$ cat config.mk
export PLATFORM = sky130hd
export DESIGN_NAME = ifu_flat
export DESIGN_NICKNAME = d
export VERILOG_FILES = /design/src/rtl/ifu_pkg.sv /design/src/rtl/ifu_if.sv /design/src/rtl/ifu_npc.sv /design/src/rtl/ifu.sv /design/src/flat_wrapper.sv
export SDC_FILE = /design/constraint.sdc
export NUM_CORES = 1
export LEC_CHECK = 0
export BUFFER_PORTS_ARGS = -buffer_cell sky130_fd_sc_hd__buf_2
export CORE_MARGIN = 5
export CORE_UTILIZATION = 40
export DETAILED_ROUTE_END_ITERATION = 10
export GPL_TIMING_DRIVEN = 0
export PLACE_DENSITY = 0.73
export REMOVE_ABC_BUFFERS = 1
export SLEW_MARGIN = 10
export SYNTH_ARGS = -nofsm -noshare
export SYNTH_HDL_FRONTEND = slang
export SYNTH_SLANG_ARGS = --single-unit
$ cat constraint.sdc
create_clock -name clk -period 3.55 [get_ports clk]
set_input_delay 0.1775 -clock clk [delete_from_list [all_inputs] [get_ports clk]]
set_output_delay 0.1775 -clock clk [all_outputs]
set_load 0.01 [all_outputs]
$ cat src/rtl/ifu_pkg.sv
// Shared definitions for the instruction fetch unit: next-PC select encodings
// (also imported by the controller), fetch FSM states and the default reset PC.
package ifu_pkg;

  typedef enum logic [1:0] {
    NPC_PLUS4  = 2'b00,
    NPC_BRANCH = 2'b01,
    NPC_JUMP   = 2'b10,
    NPC_JR     = 2'b11
  } npc_op_e;

  typedef enum logic [1:0] {
    FETCH = 2'b00,
    WAIT  = 2'b01,
    EXEC  = 2'b10
  } state_e;

  localparam logic [31:0] RESET_PC_DEFAULT = 32'h0000_3000;

endpackage

$ cat src/rtl/ifu_if.sv
// Instruction-memory request/response bus between the fetch unit (master)
// and instruction memory (slave).
interface ifu_if;
  logic        imem_req;
  logic [31:0] imem_addr;
  logic        imem_ready;
  logic        imem_rvalid;
  logic [31:0] imem_rdata;

  modport master (
    output imem_req, imem_addr,
    input  imem_ready, imem_rvalid, imem_rdata
  );

  modport slave (
    input  imem_req, imem_addr,
    output imem_ready, imem_rvalid, imem_rdata
  );
endinterface

$ cat src/rtl/ifu_npc.sv
// Combinational next-PC computation. JR (npc_op 11) is only implemented when
// IFU_JR_EN is defined; otherwise it falls back to PC+4 and never flags misalign.
module ifu_npc
  import ifu_pkg::*;
(
  input  logic [31:0] pc_i,
  input  npc_op_e     npc_op_i,
  input  logic [15:0] imm16_i,
  input  logic [25:0] imm26_i,
  input  logic [31:0] rs_data_i,
  output logic [31:0] next_pc_o,
  output logic        misalign_o
);

  logic [31:0] pc_plus4;

  assign pc_plus4 = pc_i + 32'd4;

`ifndef IFU_JR_EN
  logic unused_rs_data;
  assign unused_rs_data = ^rs_data_i;
`endif

  always_comb begin
    next_pc_o  = pc_plus4;
    misalign_o = 1'b0;
    case (npc_op_i)
      NPC_BRANCH: next_pc_o = pc_plus4 + {{14{imm16_i[15]}}, imm16_i, 2'b00};
      NPC_JUMP:   next_pc_o = {pc_plus4[31:28], imm26_i, 2'b00};
`ifdef IFU_JR_EN
      NPC_JR: begin
        next_pc_o  = {rs_data_i[31:2], 2'b00};
        misalign_o = |rs_data_i[1:0];
      end
`endif
      default: ;
    endcase
  end

endmodule

$ cat src/rtl/ifu.sv
// Instruction fetch unit: owns the PC, fetches over the imem handshake and holds
// the instruction until retire. IFU_JR_EN enables register-indirect jumps.
module ifu
  import ifu_pkg::*;
#(
  parameter logic [31:0] RESET_PC = RESET_PC_DEFAULT
) (
  input  logic        clk,
  input  logic        rst,
  ifu_if.master       imem,
  output logic [31:0] instr,
  output logic        instr_valid,
  input  logic        retire,
  input  logic [1:0]  npc_op,
  input  logic [15:0] imm16,
  input  logic [25:0] imm26,
  input  logic [31:0] rs_data,
  output logic [31:0] pc,
  output logic [31:0] pc_plus4,
  output logic        pc_misalign
);

  state_e      state_q, state_d;
  logic [31:0] pc_q, pc_d;
  logic [31:0] instr_q, instr_d;
  logic        instr_valid_q, instr_valid_d;
  logic        misalign_q, misalign_d;

  logic [31:0] next_pc;
  logic        npc_misalign;
  logic        capture;
  logic        retire_fire;

  ifu_npc u_npc (
    .pc_i       (pc_q),
    .npc_op_i   (npc_op_e'(npc_op)),
    .imm16_i    (imm16),
    .imm26_i    (imm26),
    .rs_data_i  (rs_data),
    .next_pc_o  (next_pc),
    .misalign_o (npc_misalign)
  );

  always_ff @(posedge clk) begin
    if (rst) state_q <= FETCH;
    else     state_q <= state_d;
  end

  always_comb begin
    state_d = state_q;
    case (state_q)
      FETCH:   if (imem.imem_ready)  state_d = WAIT;
      WAIT:    if (imem.imem_rvalid) state_d = EXEC;
      EXEC:    if (retire)           state_d = FETCH;
      default: state_d = FETCH;
    endcase
  end

  // Request is masked during the reset cycle so an abandoned fetch is never re-issued.
  always_comb begin
    imem.imem_req  = (state_q == FETCH) && !rst;
    imem.imem_addr = pc_q;
  end

  assign capture     = (state_q == WAIT) && imem.imem_rvalid;
  assign retire_fire = (state_q == EXEC) && retire;

  always_comb begin
    pc_d          = pc_q;
    instr_d       = instr_q;
    instr_valid_d = instr_valid_q;
    misalign_d    = misalign_q;
    if (capture) begin
      instr_d       = imem.imem_rdata;
      instr_valid_d = 1'b1;
    end
    if (retire_fire) begin
      pc_d          = next_pc;
      instr_valid_d = 1'b0;
      misalign_d    = misalign_q | npc_misalign;
    end
  end

  always_ff @(posedge clk) begin
    if (rst) begin
      pc_q          <= RESET_PC;
      instr_q       <= '0;
      instr_valid_q <= 1'b0;
      misalign_q    <= 1'b0;
    end else begin
      pc_q          <= pc_d;
      instr_q       <= instr_d;
      instr_valid_q <= instr_valid_d;
      misalign_q    <= misalign_d;
    end
  end

  assign instr       = instr_q;
  assign instr_valid = instr_valid_q;
  assign pc          = pc_q;
  assign pc_plus4    = pc_q + 32'd4;
  assign pc_misalign = misalign_q;

endmodule

$ cat src/flat_wrapper.sv
// flat-port wrapper written by rule: the top's interface ports become plain ports
module ifu_flat import ifu_pkg::*;
#(
  parameter logic [31:0] RESET_PC = RESET_PC_DEFAULT
)
  (clk, rst, instr, instr_valid, retire, npc_op, imm16, imm26, rs_data, pc, pc_plus4, pc_misalign, imem_imem_req, imem_imem_addr, imem_imem_ready, imem_imem_rvalid, imem_imem_rdata);
  ifu_if imem_i ();
  input  logic clk;
  input  logic rst;
  output logic [31:0] instr;
  output logic instr_valid;
  input  logic retire;
  input  logic [1:0] npc_op;
  input  logic [15:0] imm16;
  input  logic [25:0] imm26;
  input  logic [31:0] rs_data;
  output logic [31:0] pc;
  output logic [31:0] pc_plus4;
  output logic pc_misalign;
  output wire logic [$bits(imem_i.imem_req)-1:0] imem_imem_req;
  output wire logic [$bits(imem_i.imem_addr)-1:0] imem_imem_addr;
  input wire logic [$bits(imem_i.imem_ready)-1:0] imem_imem_ready;
  input wire logic [$bits(imem_i.imem_rvalid)-1:0] imem_imem_rvalid;
  input wire logic [$bits(imem_i.imem_rdata)-1:0] imem_imem_rdata;
  assign imem_imem_req = imem_i.imem_req;
  assign imem_imem_addr = imem_i.imem_addr;
  assign imem_i.imem_ready = imem_imem_ready;
  assign imem_i.imem_rvalid = imem_imem_rvalid;
  assign imem_i.imem_rdata = imem_imem_rdata;
  ifu #(.RESET_PC(RESET_PC)) u_core (.clk(clk), .rst(rst), .imem(imem_i), .instr(instr), .instr_valid(instr_valid), .retire(retire), .npc_op(npc_op), .imm16(imm16), .imm26(imm26), .rs_data(rs_data), .pc(pc), .pc_plus4(pc_plus4), .pc_misalign(pc_misalign));
endmodule
# After elaboration in Yosys (flattened, before gate mapping)
# Index checks and enable logic that the tools add are counted.
[classes]
add_sub_neg = 2
n_eq_ne = 7
reduce_logical = 7
mux = 5
[ops]
columns = ["op", "count"]
rows = [
  ["one-hot mux 32 bit (2 select lines)", 1],
  ["adder 32 x 3 -> 32 bit, second input constant", 1],
  ["adder 32 bit", 1],
  ["2-to-1 mux 2 bit", 3],
  ["!= test 2 bit, second input constant", 3],
  ["one-hot mux 2 bit (3 select lines)", 1],
  ["equality test 2 x 1 -> 1 bit, second input constant", 2],
  ["equality test 2 bit, second input constant", 2],
  ["logical AND 1 bit", 3],
  ["AND reduction 3 bit", 1],
  ["logical NOT 2 bit", 1],
  ["OR reduction 2 bit", 1],
  ["logical NOT 1 bit", 1],
]
[word_totals]
in_bits = 113
word_cells = 25
ff_bits = 67

# Longest topological paths before layout
# Gate-level depths: netlist of run 1.
[depth]
word_depth = 3
depth_mapped = 17

# Hierarchy
# A second synthesis of run 1 with hierarchy kept.
[unflattened]
hier_cells = 834
hier_area_um2 = 5977.0
[by_module_without_submodules]
columns = ["module", "cells_each", "n_inst", "area_each_um2"]
rows = [
  ["ifu", 417, 1, 3179.3],
  ["ifu_npc", 417, 1, 2797.7],
]

# Worst setup path after synthesis of run 1
# OpenSTA, ideal clock, no wires.
[synth_path]
kind = "register to register"
start = "register u_core.pc_q[4] (netlist: u_core.imem.imem_addr[4])"
end = "register u_core.pc_q[31] (netlist: u_core.imem.imem_addr[31])"
arrival_ns = 3.745
stages_incl_launch_ff = 17
t_required_ns = 3.477
period_less_slack_ns = 3.818
setup_slack_ns = -0.268
n_path_buf = 0
cell_sequence = "dfxtp_1 and4_1 and3_1 nor2b_1 and2_2 and3_1 xor2_1 ha_1 o21ai_0 o21a_1 o31ai_1 nor2_1 a2111o_1 o211ai_2 nand3_2 a221o_1 nor3_2"
[synth_between]
elab_chain_len = 3
[synth_rtl]
columns = ["element", "line_no", "source"]
rows = [
  ["start, declared", "ifu.sv:24", "logic [31:0] pc_q, pc_d;"],
  ["start signal, assigned", "ifu.sv:91", "pc_q <= pc_d;"],
  ["adder 32 x 3 -> 32 bit", "n/a", ""],
  ["named net pc_plus4[15]", "flat_wrapper.sv:18", "output logic [31:0] pc_plus4;"],
  ["adder 32 bit", "ifu_npc.sv:28", "NPC_BRANCH: next_pc_o = pc_plus4 + {{14{imm16_i[15]}}, imm16_i, 2'b00};"],
  ["one-hot mux 32 bit (2 select lines)", "ifu_npc.sv:27", "case (npc_op_i)"],
]
# The timed path passes the listed nets, and every way through them passes these cells.
# A chain may end at the register's enable or synchronous reset.

# Worst setup path in the final report of run 1
[layout_path]
start = "register u_core.pc_q[6] (netlist: u_core.imem.imem_addr[6])"
end = "register u_core.pc_q[31] (netlist: u_core.imem.imem_addr[31])"
[layout_between]
elab_chain_len = 3
[layout_rtl]
columns = ["element", "line_no", "source"]
rows = [
  ["adder 32 x 3 -> 32 bit (*)", "ifu_npc.sv:17", "assign pc_plus4 = pc_i + 32'd4;"],
  ["adder 32 bit", "ifu_npc.sv:28", ""],
  ["one-hot mux 32 bit (2 select lines) (*)", "ifu_npc.sv:27", ""],
]
# Every way passes the cells marked *; elsewhere a longest branch is shown, timed or not.

==> results.toml, run 1 <==
[synthesis]
async_flop_share = 0
seq_area_frac_synth = 0.243
dominantRegCellSynth = "dfxtp_1"
synthXorXnorAreaFrac = 0.0819
syn-instance-count = 707
synth_seq_cells = 65
syn_area_per_cell_um2 = 7.56
synth_top_family_by_area = "compound AO/OA/AOI/OAI gates"
synth_edf_count = 0
synthMuxAreaShare = 0.00398
synth-warning-count = 0
syn_area_um2 = 5350
synth.distinct_cells = 75
synthSimpleGateAreaFrac = 0.222
synth_fa_ha_area_frac = 0.0903
synth_compound_area_frac = 0.266

[placed_design]
pre_cts_slack_ns = -0.831
globalplace.congestion = 0.889
hpwlAfterDp_um = 12700
port_buffers = 204

[timing]
post-route-min-period_ns = 3.72
rsz0062_at_grt = "true"
fin_crit_sh = 1.05
final_max_slew_viol_count = 0
slew_headroom = 0.197
hold_violations = 0
setup_violations = 10
worstMarginPinSlew_ns = 1.21
finalClockSkew_ns = 0.00507
max_freq_ghz = 0.269
fin_ws_ns = -0.170

[grt]
first_global_vias = 5521
antenna_found_initial = 1
gr-total-overflow = 0
grt_max_degree = 60
grt_pass1_wl_um = 28900
track_usage = 0.223

[final_layout]
nets = 1058
drive_gt1_frac = 0.397
multi_input_area_um2 = 4010
most-common-layout-cells = "buf_2 (204), nand2_1 (113), a21oi_1 (65), dfxtp_1 (49), buf_4 (47)"
n_fill_cell = 1199
final_common_cell = "buf_2"
regArea_um2 = 1340
syn_to_final_growth_pct = 38.5
post-route-util = 0.562

[run]
cap_violations = 0

[route]
ant_nets = 0
wire_per_inst_um = 18.0
drt_iter0_markers = 483
routed_via_density = 5.63
drc = 0
drt_wl_total_um = 19600
num_vias = 6133
drtPass1Iterations = 6

[min_path]
hold_class = "in2reg"
hp-start = "imem_imem_rvalid"

[critical_path]
crit_path_end_kind = "register"
cp-startpoint = "u_core.imem.imem_addr[6]$_SDFFE_PP0P_"
crit_family = "simple AND/OR/NAND/NOR gates"
critPathArrivalTime_ns = 3.99
crit_type = "reg2reg"
worstReg2RegStart = "u_core.imem.imem_addr[6]$_SDFFE_PP0P_"
required_ns = 3.82
worst-path-max-fanout = 5
cp-start-kind = "register"
critical-path-max-stage-delay_ns = 0.48
path_buf_inv = 1
crit_chain = "and4_4, and3_4, nor2b_4, and2_4, and3_4, nand3_4, xnor2_4, ha_4, and4_4, inv_2, a211o_1, a2111o_1, o211ai_4, nand3_2, a221o_1, nor3_2"
slowest_stage = "a2111o_1"

[floorplan]
die_w_um = 126
die_area_um2 = 15800
die_h_um = 126
core_um2 = 13200
ios = 244
start_util = 0.405
row_count = 42

[clock_network]
path_clk_slew_ns = 0.06
cts_buffers = 9
root_buffer = "clkbuf_16"
cts_tree = "done"
htreeDepth = 3
clk_latency_ns = 0.34
cts_max_path_buffers = 2
clkSinkCount = 65

[pwr]
leakage_nw = 3.38
powerDensity_nw_per_um2 = 295
vdd_drop_max_mv = 0.257

[status]
status = "finished with violations"
violations = "negative setup slack"
==> flip-flops by register name (all words and copies together), names as in the netlist <==
register,cells
u_core.instr_valid,1
u_core.imem.imem_addr,30
u_core.state_q,2
u_core.instr,32
==> area by class of cell <==
cell class | instances | area share
antenna | 1 | 0.000338
clock buffer | 10 | 0.0309
clock inverter | 6 | 0.0123
inverter | 18 | 0.00912
multi-input combinational | 557 | 0.541
sequential | 65 | 0.181
tap | 176 | 0.0297
timing repair buffer | 256 | 0.195
==> per-stage QoR <==
stage | std cells | total power [W] | hold WS (ns) | instance area (um^2) | TNS (ns)
5_1_grt | 1089 | 0.00228 | 0.0649 | 7410 | -2.58
3_5_place_dp | 1020 | 0.00118 | 0.411 | 6200 | -8.17
2_1_floorplan | 640 | 0.00102 | 0.247 | 4950 | -2.28
3_3_place_gp | 1020 | 0.00117 | 0.414 | 6190 | -8.24
6_report | 1089 | 0.00219 | 0.0605 | 7410 | -1.05
4_1_cts | 1060 | 0.00217 | 0.0551 | 6960 | -0.142
==> layer usage <==
layer  vias up  part of all wire  track usage
li1       2909                 -            -
met1      2844              0.40        0.287
met2       319              0.48        0.370
met3        61             0.082       0.0390
met4         0             0.035       0.0950
met5         -                 0            0
==> cells by family (layout without fill, tap and decap cells) <==
logic type	count (synthesis)	count (layout)
and+or+nand+nor	250	250
AOI/OAI and AO/OA	210	210
buffers and inverters	91	290
DFF	65	65
xor gates and xnor gates	50	50
adders and majority gates	38	38
muxes	2	2
other	1	8
==> synthesized netlist by cell type, types with 4 or more instances <==
master | count | area share
a211oi_1 | 5 | 0.0070
a21o_1 | 9 | 0.013
a21oi_1 | 70 | 0.066
a221o_1 | 5 | 0.0094
a221oi_1 | 14 | 0.023
a22oi_1 | 7 | 0.0098
a31oi_1 | 5 | 0.0058
and2_1 | 5 | 0.0058
and3_1 | 8 | 0.0094
buf_4 | 39 | 0.055
clkbuf_1 | 32 | 0.022
dfxtp_1 | 65 | 0.24
ha_1 | 37 | 0.087
inv_1 | 16 | 0.011
nand2_1 | 114 | 0.080
nand2b_1 | 7 | 0.0082
nand3_1 | 13 | 0.012
nand4_1 | 11 | 0.013
nor2_1 | 41 | 0.029
nor2b_1 | 7 | 0.0082
nor3_1 | 14 | 0.013
o21a_1 | 10 | 0.014
o21ai_0 | 27 | 0.025
o21ai_1 | 7 | 0.0066
o22ai_1 | 7 | 0.0082
o31ai_1 | 6 | 0.0084
or3_1 | 4 | 0.0047
xnor2_1 | 36 | 0.059
xor2_1 | 14 | 0.023
==> repair_timing <==
item / 4_1_cts / 5_1_grt
pin swaps: 22 / 21
setup buffers: 24 / 27
setup endpoints to repair: 20 / 14
resized for setup: 66 / 37
hold buffers: 0 / 0
==> path summary, 6_finish.rpt <==
kind | end | slack (ns) | cells after the start
setup / recovery | u_core.imem.imem_addr[31]$_SDFFE_PP0P_ | -0.17 | 16
hold / removal | u_core.state_q[0]$_SDFFE_PP0P_ | 0.06 | 2
setup reg to reg | u_core.imem.imem_addr[31]$_SDFFE_PP0P_ | -0.17 | 16
hold reg to reg | u_core.instr[0]$_SDFFE_PP0P_ | 0.45 | 2
==> report_power, final <==
part / switching, W / internal (W) / total, W
clock network: 0.000354 / 0.000619 / 0.000973
registers: 0.0000209 / 0.000746 / 0.000767
logic: 0.000260 / 0.000185 / 0.000445
(Power assumes the default switching activity.)
==> run 2: changes to the inputs <==
Settings changed: CORE_ASPECT_RATIO set to 0.6, GPL_ROUTABILITY_DRIVEN set to 0.
==> results.toml, run 2 (synthesis results as in run 1) <==
[status]
status = "finished with violations"
violations = "negative setup slack"

[pwr]
seqPwrFrac = 0.366
leakage_nw = 3.28
intPower_w = 0.00148
combPwrFrac = 0.207
p_sw_w = 0.000603
powerDensity_nw_per_um2 = 289
p_total_w = 0.00208
swShare = 0.289
vdd_drop_max_mv = 0.318
power.share.clock = 0.426

[placed_design]
placedCellCount = 1014
hpwlAfterDp_um = 12900
dpl_cell_area_um2 = 6190
port_buffers = 204

[timing]
worstMarginPinSlew_ns = 1.24
hold_violations = 0
finalClockSkew_ns = 0.00694
setup_violations = 7
fin_crit_sh = 1.03
fin_ws_ns = -0.0904
final_max_slew_viol_count = 0
slew_headroom = 0.172
rsz0062_at_grt = "true"
setup_tns_ns = -0.346
whs_ns = 0.0881
post-route-min-period_ns = 3.64
max_freq_ghz = 0.275

[critical_path]
critPathArrivalTime_ns = 3.89
critical-path-max-stage-delay_ns = 0.44
crit_chain = "and4_4, and3_4, nor2b_4, and2_4, and3_4, xor2_4, ha_4, and3_1, and4_1, inv_1, a211o_1, a2111o_1, o211ai_2, nand3_2, a221o_1, nor3_2"
crit_path_end_kind = "register"
reg2reg_depth = 16
crit_family = "simple AND/OR/NAND/NOR gates"
slowest_stage = "a2111o_1"
crit_type = "reg2reg"
required_ns = 3.80
crit_cells = 16
cp-start-kind = "register"
worst-path-max-fanout = 4
cp_common_cell = "and3_4"
path_buf_inv = 1

[floorplan]
row_count = 32
die_h_um = 99.6
die_w_um = 159
die_area_um2 = 15900
ios = 244
core_um2 = 13000
start_util = 0.412

[clock_network]
cts_max_path_buffers = 2
cts_tree = "done"
path_clk_slew_ns = 0.05
cts_buffers = 9
htreeDepth = 3
clk_latency_ns = 0.33
hold_buffers = 0
root_buffer = "clkbuf_16"
clkSinkCount = 65

[final_layout]
final_common_cell = "buf_2"
most-common-layout-cells = "buf_2 (204), nand2_1 (112), a21oi_1 (61), dfxtp_1 (49), nor2_1 (37)"
antennaDiodeCount = 0
largest_reg_flops = 32
drive_gt1_frac = 0.386
nets = 1043
n_fill_cell = 1245
syn_to_final_growth_pct = 34.9
instances_no_fill = 1067
final_cell_area_um2 = 7220

[route]
drt_wl_total_um = 18600
wire_per_inst_um = 17.5
drc = 0
routed_via_density = 5.62
drtPass1Iterations = 6
ant_nets = 0
drt_iter0_markers = 514
num_vias = 5992

[grt]
gr-total-overflow = 0
antenna_found_initial = 0
first_global_vias = 5489
grt_pass1_wl_um = 28700
grt_max_degree = 60
track_usage = 0.217

[run]
cap_violations = 0

[min_path]
whs_path_depth = 3
hold_class = "in2reg"
-- run 2: power by group through the flow --
stage               registers (W)  logic [W]  clock network (W)
floorplan                0.000798   0.000219                  0
global placement         0.000787   0.000381                  0
detailed placement       0.000788   0.000386                  0
CTS                      0.000765   0.000409           0.000906
global route             0.000767   0.000470           0.000939
finish                   0.000763   0.000432           0.000889
-- run 2: metrics by stage --
step / utilization / setup WS (ns)
floorplan: - / -0.380
global placement: 0.477 / -0.871
detailed placement: 0.477 / -0.890
CTS: 0.540 / -0.0668
global route: 0.556 / -0.269
finish: 0.556 / -0.0904
-- run 2: path summary, 6_finish.rpt --
kind                                                       startpoint                                endpoint  slack [ns]
worst max register to register  u_core.imem.imem_addr[6]$_SDFFE_PP0P_  u_core.imem.imem_addr[31]$_SDFFE_PP0P_       -0.09
worst min-delay path                              imem_imem_rdata[12]           u_core.instr[12]$_SDFFE_PP0P_        0.09
worst min register to register          u_core.instr[18]$_SDFFE_PP0P_           u_core.instr[18]$_SDFFE_PP0P_        0.45
worst max-delay path            u_core.imem.imem_addr[6]$_SDFFE_PP0P_  u_core.imem.imem_addr[31]$_SDFFE_PP0P_       -0.09
-- run 2: repair_timing --
action                                  CTS  global route
pin swaps                                28            16
endpoints found under the setup margin   20            15
cloned                                    0             0
gates resized for setup                  72            28
buffers inserted                         31             5
-- run 2: metal layers --
metal | vias to the layer above | track usage | wire length, um
li1 | 2891 | - | -
met1 | 2773 | 0.323 | 8700
met2 | 311 | 0.316 | 7750
met3 | 17 | 0.0609 | 2030
met4 | 0 | 0.0308 | 143
met5 | - | 0 | 0
-- run 2: cell type report --
class / instances / area, um^2 / share of cell area
Sequential cell: 65 / 1360 / 0.188
Clock buffer: 11 / 243 / 0.0336
Timing Repair Buffer: 241 / 1310 / 0.182
Multi-Input combinational cell: 557 / 3970 / 0.550
Tap cell: 170 / 213 / 0.0295
Clock inverter: 5 / 55.1 / 0.00763
Inverter: 18 / 67.6 / 0.00936
-- run 2: tightest hold or removal path: cells and delay by family --
kind	cells	cell delay, ns
simple gates	1	0.04
buf+inv	1	0.09
compound gates	1	0.05
